`src/rtl/ldst_control_seq.sv`:
```
// Control-step sequencer for fetch plus ld/ldi/st/addi with memory-ready wait states.
// Optional memory timeout to a sticky FAULT state is enabled by defining SEQ_MEM_TIMEOUT_EN.
module ldst_control_seq #(
  parameter int MEM_TIMEOUT = 15,
  parameter int TMO_W       = 4
) (
  input  logic       clk,
  input  logic       reset,
  input  logic       start,
  input  logic [1:0] op,
  input  logic       mem_ready,
  output logic       IncPC,
  output logic       PCin,
  output logic       MARin,
  output logic       Read,
  output logic       MDRin,
  output logic       MDRout,
  output logic       IRin,
  output logic       Gra,
  output logic       Grb,
  output logic       Rin,
  output logic       Rout,
  output logic       BAout,
  output logic       Yin,
  output logic       Cout,
  output logic       ADD,
  output logic       Zin,
  output logic       Zlowout,
  output logic       write_mem,
  output logic       busy,
  output logic [2:0] step,
  output logic       done,
  output logic       fault
);

  typedef enum logic [3:0] {
    S_IDLE, S_T0, S_T1, S_T2, S_T3, S_T4, S_T5, S_T6, S_T7, S_DONE, S_FAULT
  } state_t;

  localparam logic [1:0] OP_LD   = 2'b00;
  localparam logic [1:0] OP_ST   = 2'b10;
  localparam logic [1:0] OP_ADDI = 2'b11;

  state_t     state_q, state_d;
  logic [1:0] op_q;
  logic       wait_st;
  logic       mem_op;

  // An undersized wait counter would make the timeout compare unreachable.
  if (MEM_TIMEOUT >= (1 << TMO_W)) begin : g_bad_tmo_cfg
  end

  assign mem_op  = (op_q == OP_LD) || (op_q == OP_ST);
  assign wait_st = (state_q == S_T1) ||
                   ((state_q == S_T6) && (op_q == OP_LD)) ||
                   ((state_q == S_T7) && (op_q == OP_ST));

`ifdef SEQ_MEM_TIMEOUT_EN
  localparam logic [TMO_W-1:0] TMO_MAX = TMO_W'(MEM_TIMEOUT);

  logic [TMO_W-1:0] wait_cnt_q;
  logic             tmo_hit;

  assign tmo_hit = wait_st && !mem_ready && (wait_cnt_q == TMO_MAX);

  always_ff @(posedge clk) begin
    if (reset) begin
      wait_cnt_q <= '0;
    end else if (state_d != state_q) begin
      wait_cnt_q <= '0;
    end else if (wait_st && !mem_ready && (wait_cnt_q != TMO_MAX)) begin
      wait_cnt_q <= wait_cnt_q + 1'b1;
    end
  end
`endif

  always_ff @(posedge clk) begin
    if (reset) begin
      state_q <= S_IDLE;
      op_q    <= 2'b00;
    end else begin
      state_q <= state_d;
      if (((state_q == S_IDLE) || (state_q == S_DONE)) && start) begin
        op_q <= op;
      end
    end
  end

  always_comb begin
    state_d = state_q;
    case (state_q)
      S_IDLE:  if (start) state_d = S_T0;
      S_T0:    state_d = S_T1;
      S_T1:    if (mem_ready) state_d = S_T2;
      S_T2:    state_d = S_T3;
      S_T3:    state_d = S_T4;
      S_T4:    state_d = S_T5;
      S_T5:    state_d = mem_op ? S_T6 : S_DONE;
      S_T6:    if (mem_ready || (op_q != OP_LD)) state_d = S_T7;
      S_T7:    if (mem_ready || (op_q != OP_ST)) state_d = S_DONE;
      S_DONE:  state_d = start ? S_T0 : S_IDLE;
      S_FAULT: state_d = S_FAULT;
      default: state_d = S_IDLE;
    endcase
`ifdef SEQ_MEM_TIMEOUT_EN
    if (tmo_hit) state_d = S_FAULT;
`endif
  end

  always_comb begin
    IncPC     = 1'b0;
    PCin      = 1'b0;
    MARin     = 1'b0;
    Read      = 1'b0;
    MDRin     = 1'b0;
    MDRout    = 1'b0;
    IRin      = 1'b0;
    Gra       = 1'b0;
    Grb       = 1'b0;
    Rin       = 1'b0;
    Rout      = 1'b0;
    BAout     = 1'b0;
    Yin       = 1'b0;
    Cout      = 1'b0;
    ADD       = 1'b0;
    Zin       = 1'b0;
    Zlowout   = 1'b0;
    write_mem = 1'b0;
    step      = 3'd0;
    busy      = 1'b0;
    done      = 1'b0;
    case (state_q)
      S_T0: begin
        IncPC = 1'b1; PCin = 1'b1; MARin = 1'b1;
        busy  = 1'b1; step = 3'd0;
      end
      S_T1: begin
        Read = 1'b1; MDRin = 1'b1;
        busy = 1'b1; step  = 3'd1;
      end
      S_T2: begin
        MDRout = 1'b1; IRin = 1'b1;
        busy   = 1'b1; step = 3'd2;
      end
      S_T3: begin
        Grb   = 1'b1; Yin = 1'b1;
        Rout  = (op_q == OP_ADDI);
        BAout = (op_q != OP_ADDI);
        busy  = 1'b1; step = 3'd3;
      end
      S_T4: begin
        Cout = 1'b1; ADD = 1'b1; Zin = 1'b1;
        busy = 1'b1; step = 3'd4;
      end
      S_T5: begin
        Zlowout = 1'b1;
        MARin   = mem_op;
        Gra     = !mem_op;
        Rin     = !mem_op;
        busy    = 1'b1; step = 3'd5;
      end
      S_T6: begin
        Read  = (op_q == OP_LD);
        Gra   = (op_q != OP_LD);
        Rout  = (op_q != OP_LD);
        MDRin = 1'b1;
        busy  = 1'b1; step = 3'd6;
      end
      S_T7: begin
        MDRout    = (op_q == OP_LD);
        Gra       = (op_q == OP_LD);
        Rin       = (op_q == OP_LD);
        write_mem = (op_q != OP_LD);
        busy      = 1'b1; step = 3'd7;
      end
      S_DONE:  done = 1'b1;
      default: ;
    endcase
  end

`ifdef SEQ_MEM_TIMEOUT_EN
  assign fault = (state_q == S_FAULT);
`else
  assign fault = 1'b0;
`endif

endmodule

```
`config.mk`:
```
export PLATFORM = sky130hd
export DESIGN_NAME = ldst_control_seq
export DESIGN_NICKNAME = d
export VERILOG_FILES = /design/src/rtl/ldst_control_seq.sv
export SDC_FILE = /design/constraint.sdc
export NUM_CORES = 1
export LEC_CHECK = 0
export CAP_MARGIN = 20
export CORE_UTILIZATION = 43
export CTS_BUF_LIST = sky130_fd_sc_hd__clkbuf_4
export CTS_CLUSTER_DIAMETER = 30
export CTS_CLUSTER_SIZE = 16
export DETAILED_ROUTE_END_ITERATION = 10
export PLACE_DENSITY = 0.9
export SETUP_SLACK_MARGIN = 0.2
export SLEW_MARGIN = 25
export SYNTH_ARGS = -nofsm -noshare
export SYNTH_HDL_FRONTEND = slang
export SYNTH_SLANG_ARGS = --single-unit
```
`constraint.sdc`:
```
create_clock -name clk -period 1.9 [get_ports clk]
set_input_delay 0.38 -clock clk [delete_from_list [all_inputs] [get_ports clk]]
set_output_delay 0.38 -clock clk [all_outputs]
set_load 0.01 [all_outputs]
```
==> run summary <==
Outcome - finished clean
Pleak - 0.549 nW
Seq pwr share - 20.1%
Combinational share of power - 64.4%
Syn avg cell area - 7.30 µm²
Post-synthesis mux area share - 0%
Post-Syn Area - 708 µm²
CP max stage delay - 410 ps
Int Pwr - 0.474 mW
Main combinational cell family by area after synthesis - simple AND/OR/NAND/NOR gates
Most common cell after layout, fill and taps aside - buf_4
Sequential area share after synthesis - 17.0%
RePlAce Congestion - 0.903
Design area - 1230 µm²
Total grt overflow - 0
Number of DRC markers in iteration 0 - 19
Reg2reg setup slack - 380 ps
Pin count of the biggest net entering global routing - 16
Reg2Reg Launch Point - state_q[0]
Fin util - 80.6%
Largest delay share family, worst path - simple AND/OR/NAND/NOR gates
FMAX - 563 MHz
CP Data Required Time - 1520 ps
Synth Area in Simple Gates - 37.6%
Height of the chip - 42.6 µm
Gr usage total - 30.5%
Synthesized-area fraction occupied by adder cells - 0%
Clock power share - 15.5%
Post-synthesis xor/xnor area fraction - 7.42%
Crit path launch type - flop
Pwr/cell area - 667 nW/µm²
IO Port Bufs - 28
H-tree depth - 1
Total clock buffers created by CTS - 3
Flops & latches, synth - 6
DRC viols - 0
Pre-Repair DR Iteration Count - 4
Sw Pwr - 0.346 mW
Skew-Pair Late Insertion Delay - 260 ps
Total number of vias - 986
Layout fillers - 96
Critical Path Fanout Max - 2
Clock root buffer - clkbuf_4
Synthesis-to-layout area growth - 73.5%
Fin nets - 151
Clock Path Buffers - 2
Clk slew on worst S/H paths - 50 ps
# clock sinks - 6
Antenna viol nets, final - 0
Hold Path Origin - op_q[1]
RSZ-0062 raised after global routing - yes
Final period utilization - 93.5%
DR top layer - met4
Footprint of the multi-input gates - 578 µm²
Placed cell area - 1070 µm²
Crit Path Category - reg -> out
Slowest cell on the critical path - or4_4
Hold Path Cell Cnt - 3
First-pass GRT wire length - 4.20 mm
Critical path data arrival time - 1400 ps
Vias/cell - 6.20
CP endpoint kind - primary output
Worst Path Buf+Inv - 1
R2r worst-path depth - 5
Max-slew violations - 0
Cell row count - 14
Compound-Gate Fraction of Synth Area - 22.4%
Reg-to-reg endpoint - state_q[0]
Hold Vio Cnt, Final - 0
Area of the core - 1520 µm²
Hold EP - state_q[2]
Synth Instances - 97
Share of layout cells above drive strength 1 - 57.3%
Met2 wire len - 1.35 mm
Post-synth top flop - dfxtp_1
Finish-stage setup viols - 0
EDFF count, synth - 0
Synth warn - 0
DRT met1 WL - 1.01 mm
Pwr Total - 0.820 mW
Peak supply drop - 0.602 mV
Initial Util - 46.5%
Boundary Pins - 30
Final Skew - 6.56 ps
Ys async rst share - 0%
Most frequent cells in the layout - buf_4 (19), buf_2 (13), buf_6 (10)
Mapped Nets - 103
Met3 Wirelength - 187 µm
DIE AREA - 1810 µm²
Register area - 131 µm²
WL per Instance - 16.7 µm
Ant. Diodes - 0
Critical-path cell list - nand2b_4 -> or4_4 -> a21oi_2 -> buf_2
Max-cap violations - 0
Switching Fraction - 42.2%
Hold-fix buffers at CTS - 0
Die width - 42.6 µm
Initial antenna violation count - 0
Post-DP HPWL - 1.69 mm
Post-Route WL - 2.66 mm
Fin crit period - 1780 ps
Worst hold path type - reg -> reg
Vias in the first global route - 933
TritonCTS clock tree - yes
Netlist cell types - 40
[timing repair]
action / CTS / global route
endpoints found under the setup margin: 23 / 22
buffers inserted: 6 / 2
pin swaps: 4 / 3
gates resized for setup: 100 / 24
hold endpoints to repair: 0 / 0
[through the flow]
stage	TNS (ps)	cells	hold WS, ps	setup WS (ps)
6_report	0	159	653	123
5_1_grt	0	159	648	96.4
4_1_cts	0	157	638	29.1
3_5_place_dp	-64.3	148	687	-28.1
3_3_place_gp	-6.06	148	659	-6.06
2_1_floorplan	0	97	449	282
[worst max-delay path by stage]
stage	endpoint	startpoint	depth (start not counted)
floorplan	BAout	state_q[1]	4
global placement	MDRout	state_q[1]	3
detailed placement	Gra	op_q[0]	5
CTS	Gra	state_q[3]	4
global route	MDRout	state_q[0]	4
finish	MDRout	state_q[0]	4
[cell type report]
type	count	area share [%]
multi-input combinational	75	47.0
timing repair buffer	57	37.8
sequential	6	10.7
clock buffer	3	1.83
tap	16	1.63
inverter	2	1.02
[power groups by stage]
stage	logic, mW	clock network [mW]	registers [mW]
6_report	0.528	0.127	0.164
5_1_grt	0.560	0.131	0.166
4_1_cts	0.482	0.128	0.163
3_5_place_dp	0.451	0	0.161
3_3_place_gp	0.436	0	0.159
2_1_floorplan	0.260	0	0.156
[synth_stat cells (2+ instances only)]
cell type | number | share of area, %
dfxtp_1 | 6 | 17
a21oi_1 | 7 | 4.9
xnor2_1 | 3 | 3.7
nor3_1 | 4 | 2.8
nor4_1 | 2 | 1.8
nand2_1 | 5 | 2.7
xor2_1 | 3 | 3.7
buf_4 | 9 | 9.5
nand4_1 | 4 | 3.5
buf_2 | 4 | 2.8
o21ai_1 | 5 | 3.5
o32ai_1 | 2 | 2.5
nor2_1 | 11 | 5.8
nand2b_1 | 3 | 2.7
o211ai_1 | 2 | 2.1
nand3_1 | 3 | 2.1
[state kept, by name, indices dropped and copies added (netlist names)]
name	flops
state_q	4
op_q	2
[worst min-delay path, delay by kind of cell (launching register included)]
kind	cells	cell delay [ps]
AO/OA/AOI/OAI	1	70
AND/OR/NAND/NOR	2	150
flip-flops	1	390
[layer usage]
metal	up-vias	GRT usage (%)
met4	0	19.4
met5	-	0
li1	443	-
met1	470	33.3
met2	56	53.8
met3	17	4.74
[logic make-up after synthesis]
logic type             count (synthesis)
AND/OR/NAND/NOR                       44
other                                  1
buffers and inverters                 16
XOR/XNOR                               6
flip-flops                             6
AO/OA/AOI/OAI                         24
No activity file was read; power rests on OpenSTA's default activity.
